File: src/rtl/mem_access_unit.sv
// Load/store unit between the datapath and a word-wide data memory port: sub-word and
// misaligned (split) accesses, sign/zero-extended loads, byte-enabled stores, ack timeout.
module mem_access_unit #(
   parameter int XLEN           = 32,
   parameter int ALLOW_MISALIGN = 1,
   parameter int TIMEOUT        = 16
) (
   input  logic              clk,
   input  logic              reset,
   input  logic              req_valid,
   output logic              req_ready,
   input  logic              req_write,
   input  logic [1:0]        req_size,
   input  logic              req_unsigned,
   input  logic [31:0]       req_addr,
   input  logic [XLEN-1:0]   req_wdata,
   output logic              rsp_valid,
   input  logic              rsp_ready,
   output logic [XLEN-1:0]   rsp_rdata,
   output logic              rsp_err,
   output logic              mem_req,
   output logic              mem_we,
   output logic [31:0]       mem_addr,
   output logic [XLEN/8-1:0] mem_be,
   output logic [XLEN-1:0]   mem_wdata,
   input  logic              mem_ack,
   input  logic [XLEN-1:0]   mem_rdata
);
   localparam int NB = XLEN / 8;
   localparam int OW = $clog2(NB);
   localparam int TW = $clog2(TIMEOUT + 2);

   typedef enum logic [1:0] {IDLE, ACC0, ACC1, RESP} state_t;
   state_t state_reg, state_next;

   logic            write_reg, unsigned_reg, span_reg, err_reg;
   logic [1:0]      size_reg;
   logic [31:0]     addr_reg;
   logic [XLEN-1:0] wdata_reg, word0_reg, word1_reg;
   logic [TW-1:0]   cnt_reg;

   logic [OW-1:0]   req_off;
   int              req_n;
   logic            req_span, req_bad, accept;

   assign req_off  = req_addr[OW-1:0];
   assign req_n    = 1 << req_size;
   assign req_span = (int'(req_off) + req_n) > NB;
   assign req_bad  = (req_n > NB) || (req_span && (ALLOW_MISALIGN == 0));
   assign accept   = req_valid && reset && (state_reg == IDLE);

   logic [OW-1:0]   off;
   int              n_bytes, nbits;
   logic            timeout_hit;

   assign off         = addr_reg[OW-1:0];
   assign n_bytes     = 1 << size_reg;
   assign nbits       = 8 * n_bytes;
   assign timeout_hit = (TIMEOUT != 0) && ((int'(cnt_reg) + 1) >= TIMEOUT);

   // Store data and enables laid out over two words; ACC0 drives the low half, ACC1 the high.
   logic [2*XLEN-1:0] wide;
   logic [NB-1:0]     be_base;
   logic [2*NB-1:0]   be_wide;

   assign wide = {{XLEN{1'b0}}, wdata_reg} << {off, 3'b000};
   for (genvar gi = 0; gi < NB; gi++) begin : g_be
      assign be_base[gi] = (gi < n_bytes);
   end
   assign be_wide = {{NB{1'b0}}, be_base} << off;

   logic [XLEN-1:0] pair;
   logic [XLEN-1:0] load_ext;
   logic            sign_bit;

   assign pair = XLEN'({word1_reg, word0_reg} >> {off, 3'b000});
   always_comb begin
      sign_bit = 1'b0;
      for (int i = 0; i < XLEN; i++) begin
         if (i == nbits - 1) sign_bit = pair[i] & ~unsigned_reg;
      end
   end
   for (genvar gi = 0; gi < XLEN; gi++) begin : g_ext
      assign load_ext[gi] = (gi < nbits) ? pair[gi] : sign_bit;
   end

   always_ff @(posedge clk or negedge reset) begin
      if (!reset) state_reg <= IDLE;
      else        state_reg <= state_next;
   end

   always_ff @(posedge clk or negedge reset) begin
      if (!reset) begin
         write_reg    <= 1'b0;
         unsigned_reg <= 1'b0;
         span_reg     <= 1'b0;
         err_reg      <= 1'b0;
         size_reg     <= '0;
         addr_reg     <= '0;
         wdata_reg    <= '0;
         word0_reg    <= '0;
         word1_reg    <= '0;
         cnt_reg      <= '0;
      end else if (accept) begin
         write_reg    <= req_write;
         unsigned_reg <= req_unsigned;
         span_reg     <= req_span;
         err_reg      <= req_bad;
         size_reg     <= req_size;
         addr_reg     <= req_addr;
         wdata_reg    <= req_wdata;
         word0_reg    <= '0;
         word1_reg    <= '0;
         cnt_reg      <= '0;
      end else if (state_reg == ACC0 || state_reg == ACC1) begin
         if (mem_ack) begin
            if (state_reg == ACC0) word0_reg <= mem_rdata;
            else                   word1_reg <= mem_rdata;
            cnt_reg <= '0;
         end else if (timeout_hit) begin
            err_reg <= 1'b1;
            cnt_reg <= '0;
         end else begin
            cnt_reg <= cnt_reg + 1'b1;
         end
      end
   end

   always_comb begin
      state_next = state_reg;
      req_ready  = 1'b0;
      rsp_valid  = 1'b0;
      rsp_err    = 1'b0;
      rsp_rdata  = '0;
      mem_req    = 1'b0;
      mem_we     = 1'b0;
      mem_addr   = '0;
      mem_be     = '0;
      mem_wdata  = '0;
      case (state_reg)
         IDLE: begin
            // Gated by reset so every output reads 0 while reset is held.
            req_ready = reset;
            if (accept) state_next = req_bad ? RESP : ACC0;
         end
         ACC0: begin
            mem_req   = 1'b1;
            mem_we    = write_reg;
            mem_addr  = {addr_reg[31:OW], {OW{1'b0}}};
            mem_be    = write_reg ? be_wide[NB-1:0] : '1;
            mem_wdata = wide[XLEN-1:0];
            if (mem_ack)          state_next = span_reg ? ACC1 : RESP;
            else if (timeout_hit) state_next = RESP;
         end
         ACC1: begin
            mem_req   = 1'b1;
            mem_we    = write_reg;
            mem_addr  = {addr_reg[31:OW], {OW{1'b0}}} + 32'(NB);
            mem_be    = write_reg ? be_wide[2*NB-1:NB] : '1;
            mem_wdata = wide[2*XLEN-1:XLEN];
            if (mem_ack || timeout_hit) state_next = RESP;
         end
         RESP: begin
            rsp_valid = 1'b1;
            rsp_err   = err_reg;
            rsp_rdata = (write_reg || err_reg) ? '0 : load_ext;
            if (rsp_ready) state_next = IDLE;
         end
         default: state_next = IDLE;
      endcase
   end

endmodule

File: config.mk
export PLATFORM = sky130hd
export DESIGN_NAME = mem_access_unit
export DESIGN_NICKNAME = d
export VERILOG_FILES = /design/src/rtl/mem_access_unit.sv
export SDC_FILE = /design/constraint.sdc
export NUM_CORES = 1
export LEC_CHECK = 0
export CORE_ASPECT_RATIO = 1.75
export CORE_MARGIN = 2
export CORE_UTILIZATION = 45
export CTS_CLUSTER_DIAMETER = 30
export DETAILED_ROUTE_END_ITERATION = 10
export PLACE_DENSITY = 0.74
export SKIP_CTS_REPAIR_TIMING = 1
export SLEW_MARGIN = 20
export SYNTH_ARGS = -nofsm -noshare
export SYNTH_HDL_FRONTEND = slang
export SYNTH_SLANG_ARGS = --single-unit
File: constraint.sdc
create_clock -name clk -period 6.02 [get_ports clk]
set_input_delay 1.204 -clock clk [delete_from_list [all_inputs] [get_ports clk]]
set_output_delay 1.204 -clock clk [all_outputs]
set_load 0.05 [all_outputs]
# Word level (Yosys, flattened, before mapping)
# Index checks and enable logic that the tools add are counted.
totals:
  register_bits: 141
  inputBits: 105
  wordCells: 249
classes:
  n_addsub: 5
  magnitude_cmp: 39
  n_eq_ne: 40
  shifts: 5
  n_mux: 100
  bitwise: 33
  reduce_logical: 16
op_table:
  columns: ["cell", "count"]
  rows:
  - ["equality test 6 x 32 -> 1 bit (first input constant)", 16]
  - ["< comparator 6 x 32 -> 1 bit (first input constant)", 16]
  - ["two-way mux 32 bit", 10]
  - ["equality test 5 x 32 -> 1 bit (first input constant)", 8]
  - ["< comparator 5 x 32 -> 1 bit (first input constant)", 8]
  - ["equality test 4 x 32 -> 1 bit (first input constant)", 4]
  - ["< comparator 3 x 32 -> 1 bit (first input constant)", 4]
  - ["< comparator 4 x 32 -> 1 bit (first input constant)", 4]
  - ["case mux 32 bit (2 select lines)", 2]
  - ["two-way mux 1 bit", 74]
  - ["equality test 3 x 32 -> 1 bit (first input constant)", 2]
  - ["> comparator 32 x 4 -> 1 bit (second input constant)", 2]
  - ["< comparator 1 x 32 -> 1 bit (first input constant)", 2]
  - ["< comparator 2 x 32 -> 1 bit (first input constant)", 2]
  - ["<< shifter 1 x 2 -> 32 bit (first input constant)", 2]
  - ["<< shifter 32 x 5 -> 64 bit", 1]
  - [">> shifter 64 x 5 -> 32 bit", 1]
  - ["adder 3 x 32 -> 32 bit", 1]
  - ["adder 32 x 3 -> 32 bit (second input constant)", 1]
  - ["bitwise AND 1 bit", 32]
  - ["equality test 2 x 32 -> 1 bit (first input constant)", 1]
  - ["logical NOT 32 bit", 1]
  - ["subtractor 32 x 2 -> 32 bit (second input constant)", 1]
  - ["two-way mux 5 bit", 4]
  - ["21 further kinds", 39]

# Longest topological paths before layout
logic_depth:
  depth_word: 38
  mapped_depth: 9
  ltp_nobuf: 7

# Worst setup path before layout
# Ideal clock, no wire load.
synth_timing:
  kind: "reg2out"
  from: "reg state_reg[0]"
  to: "out mem_addr[30]"
  arrival_ns: 3.066
  required_time_ns: 4.816
  path_slack_ns: 1.750
  path_stages_with_launch: 8
  path_cell_list: "dfrtp_1 -> inv_1 -> ha_1 -> clkbuf_1 -> and2_1 -> clkbuf_1 -> nand3_1 -> o31ai_1"
synth_via:
  elab_chain_len: 2
synth_lines:
  columns: ["item", "line", "text"]
  rows:
  - ["start: declaration", "34", "state_t state_reg, state_next;"]
  - ["start signal: assignment", "89", "else state_reg <= state_next;"]
  - ["equality test 2 bit / equality test 2 x 1 -> 1 bit (equally long branches)", "140", "case (state_reg)"]
  - ["case mux 32 bit (2 select lines) *", "140", null]
  - ["end: declaration", "23", "output logic [31:0] mem_addr,"]
# Every way passes the cells marked *; elsewhere a longest branch is shown, timed or not.

# Worst setup path in the final report
layout_timing:
  from: "reg state_reg[0]"
  to: "out mem_addr[28]"
# The elaborated chain is that of the path after synthesis.

==> out/metrics.cfg <==
[logic_synthesis]
yosysTopAreaCell=dfrtp_1
seq_area_frac_synth_pct=37.85
synth_flop_cell=dfrtp_1
synthCells=1082
synth_top_area_share_pct=37.85
synth_cell_type_count=61
synth.most_common_cell=nand2_1
synth_edf_count=0
synth_area_leaders=dfrtp_1 (38%), nand2_1 (15%), mux4_2 (8.2%)
yosys_warnings=0
syn_area_sq_um=8793
async_reset_ff_share_pct=100.0
synth-seq-cells=133
avgSynthCellArea_sq_um=8.127
synth_common_cells=nand2_1 (354), dfrtp_1 (133), nor2_1 (76)

[sta]
rsz0062_at_grt=false
slew_headroom_pct=31.71
fin_skew_ns=0.007430
setup_tns_ns=0
finalSetupViolations=0
fin_hold_ws_ns=0.4628
max_freq_ghz=0.1972
worstMarginPinSlew_ns=1.023
fin_crit_sh_pct=84.23
hold_viol=0
finalCriticalPeriod_ns=5.071
slew_viol_final=0

[drt]
finalWirelength_mm=28.53
dr.pass1.iters=5
routed-via-count=8629
wire_per_inst_um=19.26
postRouteAntennaNets=0
drt_iter0_markers=630
routed_via_density=5.826
drc=0

[die]
core_sq_um=19200
dieHeight_um=188.9
initial_core_util_pct=45.81
die_w_um=109.7
die_area_sq_um=20720
io_pins=210
rows=67

[final_layout]
diodes=0
finalNetCount=1344
area_growth_pct=30.18
layout-drive-gt1-share_pct=7.823

[clock_network]
cts-root-buf=clkbuf_16
insertion_delay_ns=0.42
clk_path_buf_depth=2
cts_tree=yes
clkTransAtPathRegs_ns=0.06
clock_sinks=133
cts.htree.levels=4
cts_buffers=17

[global_routing]
grt_use_total_pct=28.07
grt_pass1_wl_mm=45.06
grt_pass1_vias=8489
grt_max_degree=77
overflow=0
antenna_found_initial=1

[placed_design]
gp_congestion=0.8713
io_buffers=207
hpwl_mm=19.59

[worst_setup_path]
cp_data_required_time_ns=4.82
crit_fanout=27
cp-end-kind=output port
crit_type=reg2out
setup.worst_path.start_class=register
worstPathArrival_ns=3.87

[power_and_ir_drop]
power_density_nw_per_um2=596.2
irDropWorstVdd_uv=339.8
p_leak_nw=4.965

[outcome]
run_status=completed

[job]
cap_violations=0

[min_path]
hold_class=reg2reg

[path summary, 6_finish.rpt]
path | slack (ns) | startpoint | depth (start not counted) | end
setup / recovery | 0.95 | state_reg[0] | 7 | mem_addr[28]
hold / removal | 0.46 | word1_reg[21] | 2 | word1_reg[21]
setup reg to reg | 3.44 | state_reg[0] | 8 | word1_reg[15]
hold reg to reg | 0.46 | word1_reg[21] | 2 | word1_reg[21]
max in group asynchronous | 3.77 | reset | 2 | addr_reg[0]
min in group asynchronous | 0.78 | reset | 1 | addr_reg[12]
[per-layer routing]
layer  vias up  global-route usage [%]  part of all wire, %
li1       4046                       -                    -
met2       364                   48.69                   52
met4         2                   11.98                  3.6
met1      4155                   32.61                   38
met3        62                   6.334                  6.9
met5         -                       0                0.042
[worst max-delay path: stages, from the launching register on]
cell,delay (ns)
dfrtp_1,0.39
inv_1,0.15
ha_1,0.59
nand2_1,0.72
nor2_1,0.24
or4b_1,0.46
nand3_1,0.10
clkdlybuf4s50_1,0.80
[layout make-up]
| cell class | count | area (sq um) |
|---|---|---|
| Sequential cell | 133 | 3333 |
| Timing Repair Buffer | 216 | 2141 |
| Clock inverter | 4 | 45.04 |
| Clock buffer | 27 | 513.0 |
| Fill cell | 1733 | 7750 |
| Inverter | 13 | 48.80 |
| Multi-Input combinational cell | 847 | 5065 |
| Tap cell | 241 | 301.5 |
[per-stage QoR]
step	cell area (sq um)	worst slack, ns	power, W	instances	util, %
detailed placement	10890	1.406	0.005789	1450	56.71
global route	11450	0.6458	0.007243	1481	59.63
finish	11450	0.9491	0.006824	1481	59.63
CTS	11440	0.9540	0.006812	1481	59.62
floorplan	8801	1.750	0.004605	1084	-
global placement	10890	1.506	0.005724	1450	56.71
[cells by family (layout without fill, tap and decap cells)]
group | count (synthesis) | in the layout | share of synthesized area [%]
AO/OA/AOI/OAI | 210 | 210 | 15.45
XOR/XNOR | 1 | 1 | 0.09962
adder cells (fa/ha/maj) | 11 | 11 | 1.651
buffers and inverters | 104 | 260 | 4.937
flip-flops | 133 | 133 | 37.85
multiplexers | 80 | 80 | 13.84
other | 2 | 4 | 0.08540
AND/OR/NAND/NOR | 541 | 541 | 26.08
[power by group]
part | switching [W] | internal (W)
Sequential | 0.000594 | 0.00129
Clock | 0.000382 | 0.000619
Combinational | 0.00245 | 0.00149
[cells in the final DEF, fill, tap and decap left out, types with 13 or more instances in the layout]
cell type,n
clkdlybuf4s50_1,206
nand2_1,353
a22o_1,18
mux2i_1,35
nand3_1,40
o21ai_0,38
a31oi_1,21
mux4_2,32
clkbuf_16,17
and3_1,13
mux2_2,13
nor2_1,75
dfrtp_1,131
a21oi_1,68
No activity file was read; power rests on OpenSTA's default activity.
